===== src/rtl/zion_basic_circuit_lib_rr_dff_arb.sv =====
// Round-robin arbiter feeding one shared registered output stage.
// Several valid/ready producers compete for a single output register.
// The register is loaded when it is empty or being drained in the same cycle.
// The rotating priority pointer advances past each winner, so under full
// demand every requester waits at most NUM_REQ-1 transfers.
module zion_basic_circuit_lib_rr_dff_arb #(
  parameter int                NUM_REQ  = 4,
  parameter int                WIDTH    = 32,
  parameter logic [WIDTH-1:0]  INI_DATA = '0
) (
  input  logic                             clk,
  input  logic                             rst,
  input  logic [NUM_REQ-1:0]               iReqVld,
  input  logic [NUM_REQ-1:0][WIDTH-1:0]    iReqDat,
  output logic [NUM_REQ-1:0]               oReqRdy,
  output logic                             oVld,
  output logic [WIDTH-1:0]                 oDat,
  output logic [$clog2(NUM_REQ)-1:0]       oSrc,
  input  logic                             iRdy
);

  localparam int               SW        = $clog2(NUM_REQ);
  localparam int               SW1       = SW + 1;
  localparam logic [SW:0]      NUM_REQ_W = SW1'(NUM_REQ);
  localparam logic [SW-1:0]    LAST_IDX  = SW'(NUM_REQ - 1);

  generate
    if (NUM_REQ < 2 || WIDTH < 1) begin : g_param_err
`ifdef CHECK_ERR_EXIT
      $fatal(1, "zion_basic_circuit_lib_rr_dff_arb: NUM_REQ must be >= 2 and WIDTH >= 1");
`else
      $error("zion_basic_circuit_lib_rr_dff_arb: NUM_REQ must be >= 2 and WIDTH >= 1");
`endif
    end
  endgenerate

  logic               vld_q, vld_d;
  logic [WIDTH-1:0]   dat_q, dat_d;
  logic [SW-1:0]      src_q, src_d;
  logic [SW-1:0]      ptr_q, ptr_d;

  logic               ld_s;
  logic               found_s;
  logic [SW-1:0]      win_s;
  logic               gnt_s;
  logic [SW-1:0]      ptr_nxt_s;
  logic [NUM_REQ-1:0] rdy_s;

  // Round-robin search: scan from ptr downward in priority so the entry closest to ptr wins.
  always_comb begin
    logic [SW:0] idx_v;
    win_s   = '0;
    idx_v   = '0;
    found_s = |iReqVld;
    for (int k = NUM_REQ - 1; k >= 0; k--) begin
      idx_v = {1'b0, ptr_q} + SW1'(k);
      idx_v = (idx_v >= NUM_REQ_W) ? (idx_v - NUM_REQ_W) : idx_v;
      win_s = iReqVld[idx_v[SW-1:0]] ? idx_v[SW-1:0] : win_s;
    end
  end

  // Grant decode: one-hot ready to the winner when the register can accept; nothing while in reset.
  always_comb begin
    ld_s      = !vld_q || iRdy;
    gnt_s     = rst && ld_s && found_s;
    ptr_nxt_s = (win_s == LAST_IDX) ? '0 : (win_s + SW'(1));
    rdy_s     = '0;
    rdy_s[win_s] = gnt_s;
  end

  // Next-state for the output register and priority pointer.
  always_comb begin
    vld_d = vld_q;
    dat_d = dat_q;
    src_d = src_q;
    ptr_d = ptr_q;
    if (gnt_s) begin
      // Load (possibly replacing data being drained this same edge).
      vld_d = 1'b1;
      dat_d = iReqDat[win_s];
      src_d = win_s;
      ptr_d = ptr_nxt_s;
    end else if (iRdy) begin
      // Drained with nothing to refill; data and source are kept for observation.
      vld_d = 1'b0;
    end else begin
      // Stalled or idle-and-empty: hold everything.
      vld_d = vld_q;
    end
  end

  // State register with synchronous active-low reset.
  always_ff @(posedge clk) begin
    if (!rst) begin
      vld_q <= 1'b0;
      dat_q <= INI_DATA;
      src_q <= '0;
      ptr_q <= '0;
    end else begin
      vld_q <= vld_d;
      dat_q <= dat_d;
      src_q <= src_d;
      ptr_q <= ptr_d;
    end
  end

  assign oReqRdy = rdy_s;
  assign oVld    = vld_q;
  assign oDat    = dat_q;
  assign oSrc    = src_q;

endmodule


===== config.mk =====
export PLATFORM = sky130hd
export DESIGN_NAME = zion_basic_circuit_lib_rr_dff_arb
export DESIGN_NICKNAME = d
export VERILOG_FILES = /design/src/rtl/zion_basic_circuit_lib_rr_dff_arb.sv
export SDC_FILE = /design/constraint.sdc
export NUM_CORES = 1
export LEC_CHECK = 0
export CORE_MARGIN = 2
export CORE_UTILIZATION = 36
export DETAILED_ROUTE_END_ITERATION = 8
export GPL_TIMING_DRIVEN = 0
export PLACE_DENSITY = 0.87
export SYNTH_ARGS = -nofsm -noshare
export SYNTH_HDL_FRONTEND = slang
export SYNTH_SLANG_ARGS = --single-unit

===== constraint.sdc =====
create_clock -name clk -period 4.9 [get_ports clk]
set_clock_uncertainty 0.05 [all_clocks]
set_input_delay 0.98 -clock clk [delete_from_list [all_inputs] [get_ports clk]]
set_output_delay 0.98 -clock clk [all_outputs]
set_load 0.01 [all_outputs]

==> flow_summary_export.csv <==
group,metric,value,unit
global_routing,grt_pass1_wl,10930,microns
routing,postRouteAntennaNets,0,
floorplanning,fp-row-count,28,
worst_setup_path,cp_slowest_cell,"clkdlybuf4s50_1",
global_routing,grt_pass1_vias,2413,
logic_synthesis,synth.area.top_cells,"dfxtp_1 34%, mux2i_1 31%, o221ai_1 13%, nand2_1 5.7%, buf_6 2.1%",
global_routing,grt.total_usage,21.33,%
routing,dr.pass1.iters,4,
cells_and_area,antennaDiodeCount,0,
cells_and_area,final_core_util,69.40,%
floorplanning,fp.dieW,81.43,microns
cells_and_area,fill_cells,490,
floorplanning,io_pins,174,
routing,drc,0,
floorplanning,start_util,36.89,%
clock_network,ctsResizeCount,0,
cells_and_area,syn2layout_area_growth,88.12,%
logic_synthesis,synthesis.nets,354,
worst_setup_path,crit_path_cell_trace,"clkdlybuf4s50_1 > a21o_1 > a21oi_1 > o22a_1 > buf_6 > buf_8 > buf_8 > ha_1 > and3_1 > clkdlybuf4s50_1",
logic_synthesis,ys_warn_count,0,
min_path,hold_class,"reg2reg",
clock_network,post_cts_buffers,0,
floorplanning,core_area,5851,sq um
timing,worst_slew_pin_slew,0.4852,ns
clock_network,clk_latency,0.28,ns
worst_setup_path,required,3.87,ns
routing,num_vias,2408,
logic_synthesis,yosysSeqAreaShare,34.32,%
logic_synthesis,yosys_register_bits,37,
place,dp_hpwl,5868,microns
power_and_ir_drop,pwr_density_cell,268.5,nW/um^2
clock_network,cts_buffers,5,
power_and_ir_drop,p_clk_share,18.9,%
logic_synthesis,synth_top_area_share,34.32,%
logic_synthesis,synth_area,2158,sq um
logic_synthesis,postSynthCellCount,218,
clock_network,cts_hold_buf,0,
worst_setup_path,slowest_delay,0.53,ns
place,dp_cells,465,
cells_and_area,fin_cells,473,
timing,final-setup-viol-count,0,
place,io_buffer_count,172,
worst_setup_path,worstPathArrival,3.25,ns
logic_synthesis,synth_area_per_cell,9.901,sq um
clock_network,tritoncts,"built",
worst_setup_path,critPathKind,"in2out",
floorplanning,die_h,81.43,microns
power_and_ir_drop,sw_frac_of_total,30.69,%
timing,period_share,87.39,%
timing,relSlewSlack,67.65,%
power_and_ir_drop,leakage,1.595,nW
routing,post_drt_via_cell_ratio,5.091,
clock_network,cts_buffer_depth,2,
floorplanning,fp.dieArea,6631,sq um
place,globalplace.congestion,0.7758,
power_and_ir_drop,seqPwrFrac,35.1,%
logic_synthesis,synth_area_leader_cell,"dfxtp_1",
clock_network,htree_num_levels,2,
power_and_ir_drop,switchingPower,0.3346,mW
clock_network,root_buffer,"clkbuf_8",
timing,finalHoldViolCount,0,
worst_setup_path,crit_path_end_kind,"output pin",
routing,wl,7314,microns
timing,fmax,233.5,MHz
routing,drt_iter0_markers,43,
timing,drv_slew,0,
timing,rsz0062_at_grt,"no",
clock_network,path_clk_slew,0.07,ns
cells_and_area,nNetsFinal,533,
timing,period_minus_slack,4.282,ns
power_and_ir_drop,pwr-share-comb,46.0,%
power_and_ir_drop,peakVddDrop,0.1558,mV
cells_and_area,drive_above_1_share,7.538,%
power_and_ir_drop,p_int,0.7555,mW
run,drv_cap,0,
global_routing,grt_max_degree,13,
status,status,"finished, final reports clean",
logic_synthesis,synth_cell_type_count,26,
worst_setup_path,critPathMaxFanout,10,
worst_setup_path,cp-start-kind,"input pin",
global_routing,grt-ovfl-total,0,
global_routing,antenna_found_initial,0,
timing,tns,0,ns
clock_network,cts.sinks,37,
routing,detail_route.wl_per_cell,15.46,microns
==> registers in the layout, indices dropped and copies added (netlist names) <==
| signal | flops |
|---|---|
| oDat | 32 |
| oSrc | 2 |
| oVld | 1 |
| ptr_q | 2 |
==> critical path, delay by kind of cell <==
family,cells,cell delay (ns)
AOI/OAI and AO/OA,3,0.53
and+or+nand+nor,1,0.14
buffers and inverters,5,1.45
adders and majority gates,1,0.15
==> final timing paths <==
check	start	endpoint	slack, ns	cells past startpoint
worst max-delay path	iReqVld[0]	oReqRdy[3]	0.62	10
worst min register to register	oDat[13]$_SDFFE_PN0P_	oDat[13]$_SDFFE_PN0P_	0.41	2
worst min-delay path	oDat[13]$_SDFFE_PN0P_	oDat[13]$_SDFFE_PN0P_	0.41	2
worst max register to register	ptr_q[1]$_SDFFE_PN0P_	ptr_q[1]$_SDFFE_PN0P_	3.00	9
==> Yosys cell counts (all sizes together) <==
master  instances
o221ai         32
buf            18
nor4            1
inv             4
a21o            1
nor2b           5
a21oi           4
nand2          33
nand3b          1
a21boi          1
nand2b          2
nor2            4
and3            1
nand3           1
o22ai           1
o22a            1
mux2i          67
o21ai           1
dfxtp          37
a211oi          1
ha              1
clkbuf          1
==> power groups by stage <==
stage	Clock, mW	Sequential (mW)	Combinational [mW]
floorplan	0	0.411	0.219
global placement	0	0.387	0.498
detailed placement	0	0.390	0.504
CTS	0.213	0.383	0.506
global route	0.227	0.389	0.538
finish	0.206	0.383	0.501
==> cell type report <==
| cell class | count | area [sq um] | share of cell area [%] |
|---|---|---|---|
| Clock buffer | 5 | 68.82 | 1.695 |
| Buffer | 19 | 151.4 | 3.729 |
| Clock inverter | 3 | 17.52 | 0.4314 |
| Inverter | 4 | 15.01 | 0.3698 |
| Sequential cell | 37 | 740.7 | 18.24 |
| Tap cell | 75 | 93.84 | 2.311 |
| Multi-Input combinational cell | 158 | 1251 | 30.82 |
| Timing Repair Buffer | 172 | 1722 | 42.40 |
==> stage by stage <==
step / instance area (sq um) / power, mW / setup slack (ns) / hold slack (ns)
global placement: 3974 / 0.8851 / 0.6461 / 0.3934
detailed placement: 3974 / 0.8940 / 0.6053 / 0.4008
finish: 4060 / 1.090 / 0.6181 / 0.4103
floorplan: 2158 / 0.6296 / 1.758 / 0.4461
global route: 4060 / 1.154 / 0.4118 / 0.4380
CTS: 4060 / 1.102 / 0.5904 / 0.4157
==> metal layers <==
| layer | wire [microns] | share of wire, % | track usage (%) | vias up |
|---|---|---|---|---|
| met5 | 0 | 0 | 0 | - |
| met4 | 137 | 1.9 | 7.797 | 0 |
| met3 | 819 | 11 | 7.033 | 13 |
| met2 | 3473 | 47 | 38.52 | 123 |
| met1 | 2883 | 39 | 23.08 | 1094 |
| li1 | - | - | - | 1178 |
==> cells in the final DEF (no fill, tap or decap) <==
master / n
o21ai_0: 1
nor2_1: 4
nor4_1: 1
a21oi_1: 3
clkdlybuf4s50_1: 172
buf_4: 5
a211oi_2: 1
clkbuf_1: 1
ha_1: 1
buf_6: 4
o221ai_1: 32
nand3b_2: 1
clkinv_2: 2
nor2b_1: 5
buf_8: 2
o22a_1: 1
a21oi_2: 1
nand2b_1: 2
buf_2: 7
a21boi_0: 1
nand3_2: 1
and3_1: 1
mux2i_1: 67
clkbuf_8: 5
dfxtp_1: 37
a21o_1: 1
inv_1: 4
o22ai_1: 1
nand2_1: 33
clkinvlp_4: 1
==> kinds of logic after synthesis <==
logic type	count (synthesis)	share of synthesized area, %
AOI/OAI and AO/OA	42	16.29
adders and majority gates	1	0.5796
buffers and inverters	23	7.710
DFF	37	34.32
muxes	67	31.07
and+or+nand+nor	48	10.03
Note: power is estimated with default switching activity, not from simulation.
